## src/rtl/step_playback_engine_if.sv

```systemverilog
// step_playback_engine_if: control/pattern inputs and playback outputs of the step playback engine
// master: sequencer/UI side driving mode, play_btn, tempo pulses and patterns; reads triggers and status
// slave : playback engine; i_* inputs, o_* registered outputs (trig, step_tick, step index, playing, period)
interface step_playback_engine_if #(parameter int CNT_W = 24);
  logic [1:0]       i_mode;
  logic             i_play_btn;
  logic             i_tempo_faster;
  logic             i_tempo_slower;
  logic [7:0][3:0]  i_seq_smpl;
  logic [3:0]       o_trig;
  logic             o_step_tick;
  logic [2:0]       o_play_step_idx;
  logic             o_playing;
  logic [CNT_W-1:0] o_period;
  modport master (output i_mode, i_play_btn, i_tempo_faster, i_tempo_slower, i_seq_smpl,
                  input  o_trig, o_step_tick, o_play_step_idx, o_playing, o_period);
  modport slave  (input  i_mode, i_play_btn, i_tempo_faster, i_tempo_slower, i_seq_smpl,
                  output o_trig, o_step_tick, o_play_step_idx, o_playing, o_period);
endinterface

```

## src/rtl/step_playback_engine.sv

```systemverilog
// step_playback_engine: walks eight 4-bit step patterns at a programmable tempo, pulsing voice triggers
// clk, rst (sync, active-high); bus (slave): mode/play_btn/tempo pulses/patterns in,
// trig/step_tick/play_step_idx/playing/period out, all registered
module step_playback_engine #(
  parameter int CNT_W          = 24,
  parameter int DEFAULT_PERIOD = 6_250_000,
  parameter int MIN_PERIOD     = 1_000_000,
  parameter int MAX_PERIOD     = 12_500_000,
  parameter int PERIOD_STEP    = 250_000
) (
  input logic clk,
  input logic rst,
  step_playback_engine_if.slave bus
);
  typedef enum logic [1:0] {STOPPED, PLAYING, PAUSED} state_t;
  localparam logic [CNT_W-1:0] ONE   = CNT_W'(1);
  localparam logic [CNT_W-1:0] DEF_P = CNT_W'(DEFAULT_PERIOD);
  localparam logic [CNT_W-1:0] MIN_P = CNT_W'(MIN_PERIOD);
  localparam logic [CNT_W-1:0] MAX_P = CNT_W'(MAX_PERIOD);
  localparam logic [CNT_W-1:0] STP   = CNT_W'(PERIOD_STEP);
  localparam logic [CNT_W:0]   MIN_X = (CNT_W+1)'(MIN_PERIOD);
  localparam logic [CNT_W:0]   MAX_X = (CNT_W+1)'(MAX_PERIOD);
  localparam logic [CNT_W:0]   STP_X = (CNT_W+1)'(PERIOD_STEP);
  state_t           r_state, w_state;
  logic [CNT_W-1:0] r_tick_cnt, w_tick_cnt, r_period, w_period;
  logic [CNT_W:0]   w_inc;
  logic [2:0]       r_idx, w_idx;
  logic [3:0]       r_trig, w_trig;
  logic             r_step_tick, w_step_tick, r_playing, w_adv;
  // Wide add so the sum cannot wrap before the clamp; the decrement side clamps before subtracting.
  assign w_inc = {1'b0, r_period} + STP_X;
  always_comb begin
    w_state     = r_state;
    w_tick_cnt  = r_tick_cnt;
    w_idx       = r_idx;
    w_trig      = '0;
    w_step_tick = 1'b0;
    // >= rather than == so a freshly shortened period below tick_cnt advances instead of wrapping.
    w_adv       = r_tick_cnt >= r_period - ONE;
    w_period    = (bus.i_tempo_faster && !bus.i_tempo_slower) ?
                    (({1'b0, r_period} < MIN_X + STP_X) ? MIN_P : r_period - STP) :
                  (bus.i_tempo_slower && !bus.i_tempo_faster) ?
                    ((w_inc > MAX_X) ? MAX_P : w_inc[CNT_W-1:0]) : r_period;
    if (bus.i_mode != 2'd1) begin
      w_state    = STOPPED;
      w_tick_cnt = '0;
      w_idx      = '0;
    end else if (r_state == STOPPED) begin
      if (bus.i_play_btn) begin
        w_state     = PLAYING;
        w_tick_cnt  = '0;
        w_idx       = '0;
        w_trig      = bus.i_seq_smpl[0];
        w_step_tick = 1'b1;
      end
    end else if (r_state == PAUSED) begin
      w_state = bus.i_play_btn ? PLAYING : PAUSED;
    end else begin
      w_tick_cnt = w_adv ? '0 : r_tick_cnt + ONE;
      if (w_adv) begin
        w_idx       = r_idx + 3'd1;
        w_trig      = bus.i_seq_smpl[r_idx + 3'd1];
        w_step_tick = 1'b1;
      end
      w_state = bus.i_play_btn ? PAUSED : PLAYING;
    end
  end
  always_ff @(posedge clk) begin
    if (rst) begin
      r_state     <= STOPPED;
      r_tick_cnt  <= '0;
      r_idx       <= '0;
      r_trig      <= '0;
      r_step_tick <= 1'b0;
      r_playing   <= 1'b0;
      r_period    <= DEF_P;
    end else begin
      r_state     <= w_state;
      r_tick_cnt  <= w_tick_cnt;
      r_idx       <= w_idx;
      r_trig      <= w_trig;
      r_step_tick <= w_step_tick;
      r_playing   <= w_state == PLAYING;
      r_period    <= w_period;
    end
  end
  assign bus.o_trig          = r_trig;
  assign bus.o_step_tick     = r_step_tick;
  assign bus.o_play_step_idx = r_idx;
  assign bus.o_playing       = r_playing;
  assign bus.o_period        = r_period;
endmodule

```

## src/flat_wrapper.sv

```systemverilog
// flat-port wrapper written by rule: the top's interface ports become plain ports
module step_playback_engine_flat 
#(
  parameter int CNT_W          = 24,
  parameter int DEFAULT_PERIOD = 6_250_000,
  parameter int MIN_PERIOD     = 1_000_000,
  parameter int MAX_PERIOD     = 12_500_000,
  parameter int PERIOD_STEP    = 250_000
)
  (clk, rst, bus_i_mode, bus_i_play_btn, bus_i_tempo_faster, bus_i_tempo_slower, bus_i_seq_smpl, bus_o_trig, bus_o_step_tick, bus_o_play_step_idx, bus_o_playing, bus_o_period);
  step_playback_engine_if #(.CNT_W(CNT_W)) bus_i ();
  input logic clk;
  input logic rst;
  input wire logic [$bits(bus_i.i_mode)-1:0] bus_i_mode;
  input wire logic [$bits(bus_i.i_play_btn)-1:0] bus_i_play_btn;
  input wire logic [$bits(bus_i.i_tempo_faster)-1:0] bus_i_tempo_faster;
  input wire logic [$bits(bus_i.i_tempo_slower)-1:0] bus_i_tempo_slower;
  input wire logic [$bits(bus_i.i_seq_smpl)-1:0] bus_i_seq_smpl;
  output wire logic [$bits(bus_i.o_trig)-1:0] bus_o_trig;
  output wire logic [$bits(bus_i.o_step_tick)-1:0] bus_o_step_tick;
  output wire logic [$bits(bus_i.o_play_step_idx)-1:0] bus_o_play_step_idx;
  output wire logic [$bits(bus_i.o_playing)-1:0] bus_o_playing;
  output wire logic [$bits(bus_i.o_period)-1:0] bus_o_period;
  assign bus_i.i_mode = bus_i_mode;
  assign bus_i.i_play_btn = bus_i_play_btn;
  assign bus_i.i_tempo_faster = bus_i_tempo_faster;
  assign bus_i.i_tempo_slower = bus_i_tempo_slower;
  assign bus_i.i_seq_smpl = bus_i_seq_smpl;
  assign bus_o_trig = bus_i.o_trig;
  assign bus_o_step_tick = bus_i.o_step_tick;
  assign bus_o_play_step_idx = bus_i.o_play_step_idx;
  assign bus_o_playing = bus_i.o_playing;
  assign bus_o_period = bus_i.o_period;
  step_playback_engine #(.CNT_W(CNT_W), .DEFAULT_PERIOD(DEFAULT_PERIOD), .MIN_PERIOD(MIN_PERIOD), .MAX_PERIOD(MAX_PERIOD), .PERIOD_STEP(PERIOD_STEP)) u_core (.clk(clk), .rst(rst), .bus(bus_i));
endmodule
```

## config.mk

```make
export PLATFORM = sky130hd
export DESIGN_NAME = step_playback_engine_flat
export DESIGN_NICKNAME = d
export VERILOG_FILES = /design/src/rtl/step_playback_engine_if.sv /design/src/rtl/step_playback_engine.sv /design/src/flat_wrapper.sv
export SDC_FILE = /design/constraint.sdc
export NUM_CORES = 1
export LEC_CHECK = 0
export BUFFER_PORTS_ARGS = -buffer_cell sky130_fd_sc_hd__buf_2
export CORE_AREA = 5 5 146 148
export CTS_CLUSTER_DIAMETER = 40
export DETAILED_ROUTE_END_ITERATION = 6
export DIE_AREA = 0 0 151 153
export SLEW_MARGIN = 20
export SYNTH_ARGS = -nofsm -noshare
export SYNTH_HDL_FRONTEND = slang
export SYNTH_SLANG_ARGS = --single-unit
```

## constraint.sdc

```tcl
create_clock -name clk -period 10.8 [get_ports clk]
set_input_delay 0.54 -clock clk [delete_from_list [all_inputs] [get_ports clk]]
set_output_delay 0.54 -clock clk [all_outputs]
set_load 0.005 [all_outputs]
```

==> reports/metrics.yaml <==
clock_tree:
  cts_hold_buf: 0
  insertion_delay_ns: 0.31
  path_clk_slew_ns: 0.08
  postCtsSetupRepairBufs: 0
  root_buffer: "clkbuf_16"
  cts_tree: "yes"
  cts_max_level: 2
  cts_buffer_depth: 2
  cts_buffers: 5
  cts-resized-gates: 0
  clock_sinks: 55
worst_setup_path:
  critical_path_class: "reg2reg"
  crit_arrival_ns: 4.85
  crit_path_end_kind: "register"
  worstPathRequired_ns: 11.00
  crit_chain: "inv_1 > ha_1 > nand2_1 > or4_1 > nor2_1 > nand2_1 > xnor2_1 > ha_1 > nand4_1 > nor2_1 > inv_1 > a2111oi_0 > a2111o_1 > o21ai_0 > a32o_1"
  max_stage_delay_ns: 0.71
  start_kind: "register"
  cp_max_fo: 27
  critPathSlowestCell: "a2111o_1"
sta:
  clock.fmax_ghz: 0.215
  tightest_slew_ns: 1.06
  fin_crit_sh: 0.430
  drv_slew: 0
  timing.final.hold_violations: 0
  grt_setup_unrepaired: "false"
  setup_viol_count_final: 0
  setup_tns_ns: 0
  skew_ns: 0.00709
  slew-limit-headroom: 0.291
  fin_crit_ns: 4.65
worst_hold_path:
  hold_path.class: "in2reg"
power:
  p_seq_frac: 0.400
  p_int_mw: 0.392
  p_switching_mw: 0.261
  ir_drop_mv: 0.0656
  p_leak_nw: 2.02
  p_sw_frac: 0.400
  p_comb_frac: 0.337
  pwr-share-clk: 0.263
  p_per_area_nw_per_um2: 118
layout:
  num-fill-cells: 2232
  layout.cells.non_filler: 959
  drive_gt1_frac: 0.145
  antennaDiodeCount: 0
  final_nets: 755
  final_common_cell: "nor2_1"
  layout_common_cells: "nor2_1, buf_2, nand2_1, dfxtp_1, a21oi_1"
  area_growth_pct: 13.1
floorplanning:
  core.rowCount: 52
  num_io_pins: 72
  die_h_um: 153
  die-area_um2: 23100
  core-area_um2: 19900
  start_util: 0.246
  die_w_um: 151
logic_synthesis:
  ys_seq_area_frac: 0.225
  async_reset_ff_frac: 0
  synth_area_um2: 4890
  yosys_warnings: 0
  synth_area_per_cell_um2: 7.44
  ys_ff_latch: 55
  synth_ff_type: "dfxtp_1"
  syn_inst: 657
  synth_cell_types: 72
  synth_enable_flop_cells: 0
detailed_routing:
  drt.antenna.violating_nets: 0
  routed_wl_mm: 15.1
  vias_per_cell: 5.29
  routed-via-count: 5075
  drcViolationCount: 0
  drtIter0Drc: 573
  wl_per_cell_um: 15.7
  dr.pass1.iters: 5
global_routing:
  grt_pass1_vias: 4722
  grt_pass1_wl_mm: 24.5
  overflow: 0
  grt_start_max_net_pins: 33
  track_usage: 0.127
  antenna_found_initial: 0
placement:
  dp_cells: 951
  place_congestion: 0.914
  dpl.hpwl_mm: 11.0
  port_buffers: 67
outcome:
  status: "complete, no violations"
flow_run:
  max_cap_viol_count: 0
critical path, delay by kind of cell, from the launching register on:
| kind | cells | cell delay (ns) |
|---|---|---|
| buf+inv | 2 | 0.19 |
| fa+ha+maj | 2 | 0.57 |
| simple gates | 6 | 1.27 |
| compound gates | 4 | 1.89 |
| flops | 1 | 0.46 |
| xor+xnor | 1 | 0.14 |
stage by stage:
stage,worst slack (ns),power (mW),util,cell area (µm²),hold WS (ns)
global route,5.62,0.699,0.278,5530,0.495
global placement,6.32,0.482,0.270,5380,0.489
CTS,6.16,0.657,0.278,5530,0.484
finish,6.15,0.653,0.278,5530,0.484
floorplan,6.70,0.419,-,4900,0.469
detailed placement,6.17,0.483,0.270,5380,0.513
routing by layer:
metal	track usage	share of wire	vias up
met2	0.196	0.44	180
met4	0.0289	0.016	0
met3	0.0210	0.072	21
li1	-	-	2508
met5	0	0	-
met1	0.186	0.48	2366
cell type report:
cell class	instances	area, µm²	area share
repair buffers	71	365	0.0661
flip-flops and latches	55	1100	0.199
clock inverters	2	17.5	0.00317
well taps	270	338	0.0611
clock buffers	6	129	0.0233
multi-input cells	531	3490	0.631
inverters	24	90.1	0.0163
state kept, by name (all words and copies together), names as in the netlist:
register / cells
u_core.bus.o_period: 20
u_core.r_state: 2
u_core.bus.o_playing: 1
u_core.bus.o_play_step_idx: 3
u_core.bus.o_trig: 4
u_core.bus.o_step_tick: 1
u_core.r_tick_cnt: 24
cell usage after synthesis (5+ instances only):
cell       n  area (µm²)
a211oi_1   9        67.6
a21o_1     7        52.6
a21oi_1   55         275
a221o_1    5        50.1
a31oi_1   19         119
and2_1     5        31.3
buf_2      5        25.0
clkbuf_1  34         128
dfxtp_1   55        1100
ha_1      28         350
inv_1     24        90.1
mux2i_1    5        50.1
mux4_2     8         180
nand2_1   55         206
nand2b_1   7        43.8
nand3_1   23         115
nand4_1    9        56.3
nor2_1    82         308
nor2b_1    8        50.1
nor3_1    21         105
nor4_1    13        81.3
o211ai_1   8        60.1
o21a_1     6        45.0
o21ai_0   34         170
or3_1     11        68.8
xnor2_1   20         175
xor2_1     5        43.8
kinds of logic (layout without fill, tap and decap cells):
| group | count (synthesis) | after routing | share of synthesized area |
|---|---|---|---|
| buf+inv | 74 | 103 | 0.0645 |
| flops | 55 | 55 | 0.225 |
| fa+ha+maj | 28 | 28 | 0.0716 |
| simple gates | 261 | 261 | 0.262 |
| other cells | 1 | 4 | 0.000767 |
| xor+xnor | 25 | 25 | 0.0448 |
| compound gates | 199 | 199 | 0.282 |
| mux | 14 | 14 | 0.0494 |
power groups by stage:
stage	clock network, mW	registers, mW	logic [mW]
2_1_floorplan	0	0.231	0.188
3_3_place_gp	0	0.264	0.218
3_5_place_dp	0	0.265	0.218
4_1_cts	0.177	0.260	0.219
5_1_grt	0.187	0.266	0.246
6_report	0.172	0.262	0.220
worst paths after layout:
check | slack (ns) | from | endpoint | cells after the start
max | 6.15 | u_core.bus.o_period[4]$_SDFFE_PP1P_ | u_core.r_tick_cnt[19]$_SDFFE_PP0P_ | 15
min | 0.48 | bus_i_seq_smpl[0] | u_core.bus.o_trig[0]$_SDFF_PP0_ | 3
max reg2reg | 6.15 | u_core.bus.o_period[4]$_SDFFE_PP1P_ | u_core.r_tick_cnt[19]$_SDFFE_PP0P_ | 15
min reg2reg | 0.52 | u_core.bus.o_play_step_idx[2]$_SDFFE_PP0P_ | u_core.bus.o_play_step_idx[2]$_SDFFE_PP0P_ | 2
Power figures use the tool's default switching activity.
